===== src/rtl/rvl_mem_arb.sv =====
// Round-robin arbiter sharing the user port (B) of the Reveal mailbox RAM
// between NUM_REQ requesters, with bounded bursts and per-requester read return.

module rvl_mem_arb_lane #(
  parameter int PW   = 1,
  parameter int LANE = 0
) (
  input  logic [PW-1:0] owner_i,
  input  logic          issue_i,
  input  logic [PW-1:0] rd_owner_i,
  input  logic          rvalid_i,
  output logic          ack_o,
  output logic          rvalid_o
);
  assign ack_o    = issue_i  && (owner_i    == PW'(LANE));
  assign rvalid_o = rvalid_i && (rd_owner_i == PW'(LANE));
endmodule

module rvl_mem_arb #(
  parameter int ADDR_WIDTH = 16,
  parameter int DATA_WIDTH = 32,
  parameter int NUM_REQ    = 2,
  parameter int MAX_BURST  = 4
) (
  input  logic                           usr_clk,
  input  logic                           usr_rst_n,
  input  logic [NUM_REQ-1:0]             req,
  input  logic [NUM_REQ-1:0]             req_we,
  input  logic [NUM_REQ*ADDR_WIDTH-1:0]  req_addr,
  input  logic [NUM_REQ*DATA_WIDTH-1:0]  req_wdata,
  output logic [NUM_REQ-1:0]             ack,
  output logic [NUM_REQ-1:0]             rvalid,
  output logic [DATA_WIDTH-1:0]          rdata,
  output logic                           mem_ce,
  output logic                           mem_we,
  output logic [ADDR_WIDTH-1:0]          mem_addr,
  output logic [DATA_WIDTH-1:0]          mem_wdata,
  input  logic [DATA_WIDTH-1:0]          mem_rdata
);
  localparam int PW = (NUM_REQ > 1) ? $clog2(NUM_REQ) : 1;

  typedef enum logic {IDLE, GRANT} state_e;

  state_e        state_q, state_d;
  logic [PW-1:0] owner_q, owner_d;
  logic [PW-1:0] rr_ptr_q, rr_ptr_d;
  logic [7:0]    burst_q, burst_d;
  logic          rvalid_q;
  logic [PW-1:0] rd_owner_q;

  logic [NUM_REQ-1:0][ADDR_WIDTH-1:0] addr_a;
  logic [NUM_REQ-1:0][DATA_WIDTH-1:0] wdata_a;
  logic [NUM_REQ-1:0]                 others;
  logic                               issue, rd_issue, last_beat, rotate;

  assign addr_a  = req_addr;
  assign wdata_a = req_wdata;

  // Wrap explicitly: NUM_REQ=3 leaves pointer code 3 unused.
  function automatic logic [PW-1:0] inc_ptr(input logic [PW-1:0] p);
    inc_ptr = (p == PW'(NUM_REQ-1)) ? '0 : p + 1'b1;
  endfunction

  function automatic logic [PW-1:0] pick(input logic [NUM_REQ-1:0] v,
                                         input logic [PW-1:0]      start);
    logic found;
    int   s;
    pick  = start;
    found = 1'b0;
    for (int k = 0; k < NUM_REQ; k++) begin
      s = int'(start) + k;
      if (s >= NUM_REQ) s = s - NUM_REQ;
      if (!found && v[PW'(s)]) begin
        pick  = PW'(s);
        found = 1'b1;
      end
    end
  endfunction

  always_comb begin
    others          = req;
    others[owner_q] = 1'b0;
  end

  assign issue     = (state_q == GRANT) && req[owner_q];
  assign rd_issue  = issue && !req_we[owner_q];
  assign last_beat = (burst_q == 8'(MAX_BURST-1));
  assign rotate    = (state_q == GRANT) && (!req[owner_q] || (last_beat && |others));

  always_comb begin
    state_d  = state_q;
    owner_d  = owner_q;
    rr_ptr_d = rr_ptr_q;
    burst_d  = burst_q;
    case (state_q)
      IDLE: begin
        if (|req) begin
          owner_d = pick(req, rr_ptr_q);
          burst_d = '0;
          state_d = GRANT;
        end
      end
      GRANT: begin
        if (rotate) begin
          rr_ptr_d = inc_ptr(owner_q);
          if (|others) begin
            owner_d = pick(others, inc_ptr(owner_q));
            burst_d = '0;
          end else begin
            state_d = IDLE;
          end
        end else if (issue) begin
          // A lone owner parks at the last beat and keeps the grant.
          burst_d = last_beat ? burst_q : burst_q + 8'd1;
        end
      end
      default: state_d = IDLE;
    endcase
  end

  always_ff @(posedge usr_clk or negedge usr_rst_n) begin
    if (!usr_rst_n) begin
      state_q    <= IDLE;
      owner_q    <= '0;
      rr_ptr_q   <= '0;
      burst_q    <= '0;
      rvalid_q   <= 1'b0;
      rd_owner_q <= '0;
    end else begin
      state_q  <= state_d;
      owner_q  <= owner_d;
      rr_ptr_q <= rr_ptr_d;
      burst_q  <= burst_d;
      rvalid_q <= rd_issue;
      if (rd_issue) rd_owner_q <= owner_q;
    end
  end

  assign mem_ce    = issue;
  assign mem_we    = issue && req_we[owner_q];
  assign mem_addr  = addr_a[owner_q];
  assign mem_wdata = wdata_a[owner_q];
  assign rdata     = mem_rdata;

  for (genvar g = 0; g < NUM_REQ; g++) begin : g_lane
    rvl_mem_arb_lane #(.PW(PW), .LANE(g)) u_lane (
      .owner_i    (owner_q),
      .issue_i    (issue),
      .rd_owner_i (rd_owner_q),
      .rvalid_i   (rvalid_q),
      .ack_o      (ack[g]),
      .rvalid_o   (rvalid[g])
    );
  end

endmodule

===== config.mk =====
export PLATFORM = sky130hd
export DESIGN_NAME = rvl_mem_arb
export DESIGN_NICKNAME = d
export VERILOG_FILES = /design/src/rtl/rvl_mem_arb.sv
export SDC_FILE = /design/constraint.sdc
export NUM_CORES = 1
export LEC_CHECK = 0
export ABC_AREA = 1
export ABC_CLOCK_PERIOD_IN_PS = 2300
export CELL_PAD_IN_SITES_DETAIL_PLACEMENT = 0
export CELL_PAD_IN_SITES_GLOBAL_PLACEMENT = 1
export CORE_MARGIN = 5
export CORE_UTILIZATION = 15
export CTS_CLUSTER_DIAMETER = 100
export DETAILED_ROUTE_END_ITERATION = 16
export HOLD_SLACK_MARGIN = 0.08
export MAX_ROUTING_LAYER = met4
export PLACE_DENSITY = 0.86
export SYNTH_ARGS = -nofsm -noshare
export SYNTH_HDL_FRONTEND = slang
export SYNTH_SLANG_ARGS = --single-unit

===== constraint.sdc =====
create_clock -name usr_clk -period 2.3 [get_ports usr_clk]
set_input_delay 0.46 -clock usr_clk [delete_from_list [all_inputs] [get_ports usr_clk]]
set_output_delay 0.46 -clock usr_clk [all_outputs]
set_load 0.02 [all_outputs]

==> results.json <==
{
  "yosys-top-cells-count": "182 x nand2_1, 37 x buf_4, 17 x inv_1, 13 x dfrtp_1, 11 x nor2_1",
  "hold_violations": 0,
  "syn_avg_cell_area_um2": 5.504,
  "slowest_delay_ns": 0.61,
  "clock_power_share_pct": 10.8,
  "power_density_mw_per_mm2": 930.3,
  "slowest_stage": "clkdlybuf4s50_1",
  "grt_usage_pct": 9.972,
  "dr.pass1.iters": 4,
  "clock_sinks": 13,
  "syn_area_mm2": 0.001684,
  "dpl_cell_area_mm2": 0.003186,
  "p_sw_w": 0.001467,
  "synth-compound-area-share_pct": 4.086,
  "synth_seq_cells": 13,
  "dieWidth_um": 116.0,
  "yosys_warnings": 0,
  "dp_cells": 562,
  "rsz0062_at_grt": "no",
  "crit_path_start_kind": "flip-flop",
  "required_ns": 1.84,
  "cts_setup_buffers": 0,
  "skew_ns": 0.005766,
  "yosys.area_share.adder_pct": 0.7429,
  "cts.repair.resized": 8,
  "clk_pin_slew_ns": 0.05,
  "slew_headroom_pct": 58.49,
  "die-area_mm2": 0.01345,
  "crit_top_cell": "nand2_1",
  "synth_area_leaders": "nand2_1 41%, dfrtp_1 19%, buf_4 16%",
  "fmax_mhz": 450.6,
  "fin_area_mm2": 0.003289,
  "antenna_left": 0,
  "cts_hold_buf": 0,
  "cts_max_level": 1,
  "dp_hpwl_um": 5879,
  "fin_crit_ns": 2.219,
  "avgViaCountPerCell": 3.839,
  "routed_wl_um": 6840,
  "drc_errors": 0,
  "synth_top_area_share_pct": 40.56,
  "synthXorXnorAreaFrac_pct": 1.560,
  "gp_congestion": 0.8080,
  "netlist_instances": 306,
  "synth_cell_type_count": 25,
  "yosysSeqAreaShare_pct": 19.32,
  "finalNetCount": 562,
  "final_util_pct": 30.08,
  "drt_iter0_drc": 86,
  "die-height_um": 116.0,
  "cap_violations": 0,
  "instances_no_fill": 566,
  "initial_core_util_pct": 15.40,
  "insertedDiodeCount": 0,
  "sequentialPowerShare_pct": 11.0,
  "async_reset_ff_share_pct": 100.0,
  "endpoint_kind": "primary output",
  "tightest_slew_ns": 0.6206,
  "synth-edff-count": 0,
  "internal-power_w": 0.001593,
  "synth_top_family_by_area": "simple AND/OR/NAND/NOR gates",
  "synth_most_common_cell": "nand2_1",
  "post-route-period-util_pct": 96.49,
  "p_leak_nw": 1.686,
  "numCtsBuffers": 3,
  "drv_slew": 0,
  "power_w": 0.003060,
  "io_buffer_count": 155,
  "path_max_fanout": 25,
  "rows": 38,
  "crit_type": "flip-flop to primary output",
  "antenna_found_initial": 0,
  "via_count": 2173,
  "synth_top_area_cell": "nand2_1",
  "synthMuxAreaShare_pct": 0,
  "grt_overflow": 0,
  "finalSetupViolCount": 0,
  "synth_fp_nets": 441,
  "status": "completed",
  "drive_gt1_share_pct": 6.103,
  "crit_chain": "inv_4 > buf_12 > nand2_1 > nand2_1 > clkdlybuf4s50_1",
  "comb_power_share_pct": 78.2,
  "wire_per_inst_um": 12.08,
  "io_pins": 220,
  "swShare_pct": 47.94,
  "root_buffer": "clkbuf_16",
  "grt_pass1_wl_um": 10560,
  "worst_ep_arrival_time_ns": 1.76,
  "core_area_mm2": 0.01094,
  "ys.flop_type": "dfrtp_1",
  "clockBufferDepth": 2,
  "grt_max_degree": 30,
  "syn_to_final_growth_pct": 95.32,
  "grt_pass1_vias": 2241,
  "insertion_delay_ns": 0.24,
  "tritoncts": "yes",
  "yosys.area_share.simple_pct": 50.89,
  "holdWs_ns": 0.4889,
  "hp-class": "flip-flop to flip-flop",
  "ir_drop_mv": 0.4956
}
per-stage QoR:
step / setup slack (ns) / setup TNS [ns]
2_1_floorplan: 0.6170 / 0
3_3_place_gp: -0.2511 / -0.6407
3_5_place_dp: -0.2361 / -0.6100
4_1_cts: 0.03327 / 0
5_1_grt: 0.0004975 / 0
6_report: 0.08080 / 0
power by group through the flow:
stage	sequential (W)	combinational [W]	clock [W]
after floorplan	0.000311	0.00136	0
after global placement	0.000333	0.00244	0
after detailed placement	0.000333	0.00246	0
after CTS	0.000336	0.00246	0.000338
after global routing	0.000346	0.00262	0.000353
final	0.000337	0.00239	0.000331
placed cells by master, fill, tap and decap left out:
cell	count
o21a_1	1
buf_4	6
nor2_1	11
o21bai_1	1
nor2_8	1
nand3_1	6
nand3b_1	1
dlygate4sd2_1	5
ha_1	1
nand2_1	182
nor2_2	1
xor2_1	2
clkbuf_16	3
nand4_1	1
buf_12	2
o21ai_1	7
o21ai_2	1
nand2_4	3
or2_1	1
nand2_2	2
inv_4	1
clkbuf_2	1
nand3_2	1
clkdlybuf4s50_1	139
o21ai_0	2
dfrtp_2	1
xnor2_1	1
inv_1	17
clkinv_2	1
dlymetal6s2s_1	10
dfrtp_1	12
buf_6	2
worst max-delay path: cells and delay by family, from the launching register on:
family | cells | cell delay [ns]
AND/OR/NAND/NOR | 2 | 0.13
flip-flops | 1 | 0.45
buffers and inverters | 3 | 0.92
metal layers:
metal  vias up  share of wire (%)  GRT usage (%)
met1       942                 41          12.04
met3         7                6.7          2.193
met5         -                  0              -
li1       1117                  -              -
met2       107                 52          17.18
met4         0               0.56          1.856
final timing paths:
path	startpoint	cells after the start	end	slack [ns]
setup / recovery	owner_q	5	mem_addr[0]	0.08
hold / removal	rr_ptr_q	2	rr_ptr_q	0.49
setup reg to reg	owner_q	8	burst_q[5]	0.84
hold reg to reg	rr_ptr_q	2	rr_ptr_q	0.49
max in group asynchronous	usr_rst_n	1	owner_q	1.26
min in group asynchronous	usr_rst_n	1	burst_q[4]	0.61
kinds of logic after synthesis:
logic type,Yosys count
AOI/OAI and AO/OA,12
xor gates and xnor gates,3
adders and majority gates,1
buffers and inverters,67
DFF,13
and+or+nand+nor,210
area by class of cell:
cell class              count  area (um^2)
fillers                  1189         7646
inverters                  18        70.07
clock buffers               3        75.07
flip-flops and latches     13        326.6
multi-input cells         226        964.7
clock inverters             1        5.005
well taps                 140        175.2
repair buffers            165         1673
sequential cells by signal, indices dropped and copies added, names as in the netlist:
name / count
burst_q: 8
owner_q: 1
rd_owner_q: 1
rr_ptr_q: 1
rvalid_q: 1
state_q: 1
Note: power is estimated with default switching activity, not from simulation.
